[config.mk]
export PLATFORM = sky130hd
export DESIGN_NAME = mult_sequencer
export DESIGN_NICKNAME = d
export VERILOG_FILES = /design/src/rtl/mult_sequencer.sv
export SDC_FILE = /design/constraint.sdc
export NUM_CORES = 1
export LEC_CHECK = 0
export BUFFER_PORTS_ARGS = -buffer_cell sky130_fd_sc_hd__buf_2
export CORE_ASPECT_RATIO = 0.9
export CORE_UTILIZATION = 50
export DETAILED_ROUTE_END_ITERATION = 10
export PLACE_DENSITY = 0.8
export SETUP_SLACK_MARGIN = 0.3
export SLEW_MARGIN = 20
export SYNTH_ARGS = -nofsm -noshare
export SYNTH_HDL_FRONTEND = slang
export SYNTH_SLANG_ARGS = --single-unit
[constraint.sdc]
create_clock -name clk -period 9.4 [get_ports clk]
set_input_delay 1.88 -clock clk [delete_from_list [all_inputs] [get_ports clk]]
set_output_delay 1.88 -clock clk [all_outputs]
set_load 0.005 [all_outputs]
[src/rtl/mult_sequencer.sv]
// Iterative shift-add multiplier controller for the MULT path: one partial
// product per cycle, sign fix-up, then a one-cycle done pulse with {hi,lo}.
module mult_sequencer #(
  parameter int WIDTH = 32
) (
  input  logic             clk,
  input  logic             rst,
  input  logic             start,
  input  logic             is_signed,
  input  logic [WIDTH-1:0] op_a,
  input  logic [WIDTH-1:0] op_b,
  input  logic             abort,
  output logic             stall,
  output logic             busy,
  output logic             done,
  output logic [WIDTH-1:0] hi,
  output logic [WIDTH-1:0] lo
);

  localparam int CNT_W = $clog2(WIDTH) + 1;

  typedef enum logic [1:0] {
    S_IDLE,
    S_BUSY,
    S_FIX,
    S_DONE
  } state_t;

  state_t               r_state;
  state_t               w_next_state;

  logic [2*WIDTH-1:0]   r_mcand;
  logic [2*WIDTH-1:0]   r_acc;
  logic [WIDTH-1:0]     r_mplier;
  logic [CNT_W-1:0]     r_count;
  logic                 r_neg;
  logic [WIDTH-1:0]     r_hi;
  logic [WIDTH-1:0]     r_lo;

  logic                 w_can_start;
  logic                 w_accept;
  logic                 w_last_iter;
  logic [WIDTH-1:0]     w_a_mag;
  logic [WIDTH-1:0]     w_b_mag;
  logic [2*WIDTH-1:0]   w_product;

  // A request is taken only between operations, and a concurrent flush drops it.
  assign w_can_start = (r_state == S_IDLE) || (r_state == S_DONE);
  assign w_accept    = w_can_start && start && !abort;
  assign w_last_iter = (r_count == CNT_W'(WIDTH - 1));

  // -2^(WIDTH-1) negates to itself, which is the correct unsigned magnitude.
  assign w_a_mag   = (is_signed && op_a[WIDTH-1]) ? -op_a : op_a;
  assign w_b_mag   = (is_signed && op_b[WIDTH-1]) ? -op_b : op_b;
  assign w_product = r_neg ? -r_acc : r_acc;

  // NOTE: every signal written in always_comb gets a default first, so no path leaves it unassigned and no latch is inferred.
  always_comb begin
    w_next_state = r_state;
    case (r_state)
      S_IDLE: begin
        if (w_accept) w_next_state = S_BUSY;
      end
      S_BUSY: begin
        if (abort)            w_next_state = S_IDLE;
        else if (w_last_iter) w_next_state = S_FIX;
      end
      S_FIX: begin
        w_next_state = abort ? S_IDLE : S_DONE;
      end
      S_DONE: begin
        w_next_state = w_accept ? S_BUSY : S_IDLE;
      end
      default: w_next_state = S_IDLE;
    endcase
  end

  // NOTE: sequential state uses non-blocking assignments so every register samples pre-edge values.
  always_ff @(posedge clk) begin
    if (rst) r_state <= S_IDLE;
    else     r_state <= w_next_state;
  end

  always_ff @(posedge clk) begin
    if (rst) begin
      r_mcand  <= '0;
      r_acc    <= '0;
      r_mplier <= '0;
      r_count  <= '0;
      r_neg    <= 1'b0;
      r_hi     <= '0;
      r_lo     <= '0;
    end else begin
      if (w_accept) begin
        r_mcand  <= {{WIDTH{1'b0}}, w_a_mag};
        r_mplier <= w_b_mag;
        r_acc    <= '0;
        r_count  <= '0;
        r_neg    <= is_signed && (op_a[WIDTH-1] ^ op_b[WIDTH-1]);
      end else if (r_state == S_BUSY) begin
        if (r_mplier[0]) r_acc <= r_acc + r_mcand;
        r_mcand  <= r_mcand << 1;
        r_mplier <= r_mplier >> 1;
        r_count  <= r_count + CNT_W'(1);
      end

      // The result registers move only when a fix-up completes unflushed.
      if ((r_state == S_FIX) && !abort) begin
        r_hi <= w_product[2*WIDTH-1:WIDTH];
        r_lo <= w_product[WIDTH-1:0];
      end
    end
  end

  assign busy  = (r_state == S_BUSY) || (r_state == S_FIX);
  assign done  = (r_state == S_DONE);
  assign stall = busy || w_accept;
  assign hi    = r_hi;
  assign lo    = r_lo;

endmodule

# == After elaboration in Yosys (flattened, before gate mapping) ==
# Cells that the tools add are included.
# word_totals
reg_bits,233
in_bits,69
output_inout_bits,67
wordCells,49
# op_classes
n_addsub,5
eq_ne,6
muxes,13
bitwise,1
reduce_logical,15
# ops
op,count
$mux W32,6
$add A64 B64 Y64,1
$mux W64,1
$neg A32 Y32,2
$neg A64 Y64,1
$mux W2,4
$pmux W2 S4,1
$add A6 B1 Y6 const B,1
$eq A6 B5 Y1 const B,1
$logic_and A1 B1 Y1,6
$eq A2 B2 Y1 const B,2
$reduce_and A2 Y1,2
$logic_or A1 B1 Y1,3
$ne A3 B3 Y1 const B,1
$eq A2 B1 Y1 const B,1
$logic_not A2 Y1,1
$ne A2 B2 Y1 const B,1
$reduce_bool A2 Y1,1
$reduce_or A2 Y1,1
$logic_not A1 Y1,1
$mux W1,1
$xor A1 B1 Y1,1

# == Logic depth before layout (Yosys ltp) ==
# depth
word_depth,6
ltp_mapped,13

# == Least setup slack after synthesis ==
# OpenSTA, ideal clock, no wires.
# synth_timing
path_kind,input port to output port
startpoint,input port abort
endpoint,output port stall
arrival_time_ps,2103
t_required_ps,7520
setup_slack_ps,5417
cell_stages,2
n_path_buf,0
path_cell_list,nand2b_1 -> nand2b_1
# synth_between
elab_chain_cells,3
# synth_lines
element,line,text
start: declaration,12,"input logic abort,"
$logic_not A1 Y1,49,assign w_accept = w_can_start && start && !abort;
$logic_and A1 B1 Y1,49,
$logic_or A1 B1 Y1,117,assign stall = busy || w_accept;
end: declaration,13,"output logic stall,"
# No other way between the ends.

# == Final worst setup path ==
# Same ends and word-level chain as after synthesis.

==> impl_metrics.yaml <==
logic_synthesis:
  netlist_area_sq_um: 14790
  ys_seq_area_frac: 0.3155
  synth_area_leader_cell: "dfxtp_1"
  synthArstFlopShare: 0
  synth_top_family_by_area: "compound AO/OA/AOI/OAI gates"
  ys_types: 58
  synth_edf_count: 0
  synth_flop_cell: "dfxtp_1"
  yosys.area_share.simple: 0.1875
  synth.area.mux_share: 0.06499
  synth_compound_area_frac: 0.2252
  yosys.area_share.adder: 0.06228
  ys_warn_count: 0
  synth_xor_area_frac: 0.1054
  syn-num-nets: 2007
  yosysTopAreaCellShare: 0.3155
  synth.avg_cell_area_sq_um: 7.929
  ys_ff_latch: 233
  synthCells: 1865
  ys_top_cells_by_area: "dfxtp_1 32%, a211oi_1 6.7%, mux2i_1 6.5%"
grt:
  grt_overflow: 0
  grt_use_total: 0.2490
  antenna_found_initial: 1
  grt_max_degree: 122
  grt_pass1_wl_um: 62260
  grt_pass1_vias: 12500
pwr:
  p_comb_frac: 0.181
  vdd_drop_max_mv: 0.1456
  leakage_nw: 6.771
  p_int_mw: 1.867
  power.share.clock: 0.406
  p_seq_frac: 0.413
  p_sw_mw: 0.7641
  p_sw_frac: 0.2904
  p_per_area_nw_per_um2: 159.3
clocking:
  cts_setup_buffers: 0
  cts_tree: "yes"
  clk_pin_slew_ns: 0.06
  clock_latency_ns: 0.56
  cts_hold_buf: 0
  clockBufferDepth: 3
  numClockSinks: 233
  cts-buffers-inserted: 26
  h-tree-depth: 1
  root_buffer: "clkbuf_16"
  ctsResizeCount: 0
drt:
  ant_nets: 0
  vias: 13600
  route.detailed.drc: 0
  drt-total-wl_um: 38520
  wl_per_cell_um: 16.53
  drt_pre_antenna_iters: 6
  drt-initial-drc-count: 1088
  via_per_inst: 5.839
flow_run:
  drv_cap: 0
finish:
  final_common_cell: "nor2_1"
  mostFrequentLayoutCells: "234 x nor2_1, 232 x dfxtp_1, 197 x nand2_1, 167 x a21oi_1, 134 x buf_2"
  ff_latch_area_sq_um: 4666
  drive_gt1_frac: 0.1076
  final_util: 0.5693
  multi_input_area_sq_um: 9573
  nets: 2057
  syn2layout_area_growth_pct: 11.69
  n_fill_cell: 2592
setup_path:
  worst_setup_path_end_kind: "primary output"
  arrival_ns: 2.40
  critPathKind: "in2out"
  critPathRequiredTime_ns: 7.52
  crit_path_max_fanout: 5
  cp-start-kind: "input port"
floorplan:
  core_area_sq_um: 29010
  dieArea_sq_um: 30270
  die_w_um: 183.3
  die_h_um: 165.1
  initial_core_util: 0.5097
  ios: 136
  rows: 59
placement:
  place_congestion: 0.9311
  io_buffers: 135
  hpwlAfterDp_um: 27930
  dp_slack_ns: 4.769
timing:
  clock-skew-final_ns: 0.03103
  fmax_mhz: 233.4
  fin_crit_ns: 4.285
  fin_ws_ns: 5.116
  hold_viol: 0
  rsz0062_at_grt: "false"
  finalCritPeriodShare: 0.4558
  setup_viol: 0
  finalSetupTns_ns: 0
  slew_viol_final: 0
  tightest_slew_ns: 1.079
  maxSlewHeadroom: 0.2808
worst_hold_path:
  min_path_type: "reg2reg"
outcome:
  status: "complete, no violations"
-- registers in the layout, summed over array words and instances, names as in the netlist --
| register | flops |
|---|---|
| r_neg | 1 |
| r_mplier | 32 |
| lo | 32 |
| hi | 32 |
| r_state | 2 |
| r_mcand | 64 |
| r_acc | 64 |
| r_count | 6 |
-- worst paths after layout --
kind	start	to	slack, ns	cells past startpoint
setup / recovery	abort	stall	5.12	4
setup reg to reg	r_acc[0]	r_acc[62]	5.25	13
hold / removal	hi[28]	hi[28]	0.45	2
hold reg to reg	hi[28]	hi[28]	0.45	2
-- per-stage QoR --
| stage | power (mW) | cell area, sq um | cells | hold WS, ns |
|---|---|---|---|---|
| 4_1_cts | 2.636 | 16510 | 2329 | 0.4584 |
| 3_3_place_gp | 1.561 | 15600 | 2283 | 0.4470 |
| 5_1_grt | 2.729 | 16510 | 2329 | 0.4877 |
| 6_report | 2.631 | 16520 | 2330 | 0.4529 |
| 2_1_floorplan | 1.444 | 14790 | 1865 | 0.4482 |
| 3_5_place_dp | 1.574 | 15600 | 2283 | 0.4488 |
-- cells in the mapped netlist (44+ instances only) --
master and n:
nor2_1 234, dfxtp_1 233, nand2_1 198, a21oi_1 167
a211oi_1 131, clkbuf_1 114, xor2_1 109, mux2i_1 96
ha_1 72, o21ai_0 70, xnor2_1 69, a21o_1 44
-- cell families after synthesis --
kind of cell / Yosys count
fa+ha+maj: 73
simple gates: 615
xor+xnor: 178
compound gates: 516
mux: 96
buf+inv: 154
flops: 233
-- worst max-delay path, stage by stage --
cell	delay [ns]
buf_2	0.17
nand2b_1	0.18
nand2b_1	0.06
buf_2	0.12
-- power by group through the flow --
stage	sequential (mW)	clock (mW)	combinational, mW
after CTS	1.08	1.08	0.474
after global routing	1.09	1.12	0.520
final	1.09	1.07	0.476
after detailed placement	1.10	0	0.470
after global placement	1.10	0	0.459
after floorplan	1.08	0	0.363
-- layer usage --
metal,track usage,share of wire,vias up
li1,-,-,6793
met1,0.3430,0.47,6279
met2,0.3899,0.43,474
met3,0.05526,0.080,58
met4,0.07008,0.023,0
met5,0,0,-
-- layout make-up --
type,count,area share
multi-input cells,1478,0.5796
flip-flops and latches,233,0.2825
repair buffers,145,0.04561
clock buffers,36,0.04530
well taps,396,0.03000
clock inverters,10,0.009773
inverters,31,0.007045
diodes,1,0.0001515
No activity file was read; power rests on OpenSTA's default activity.
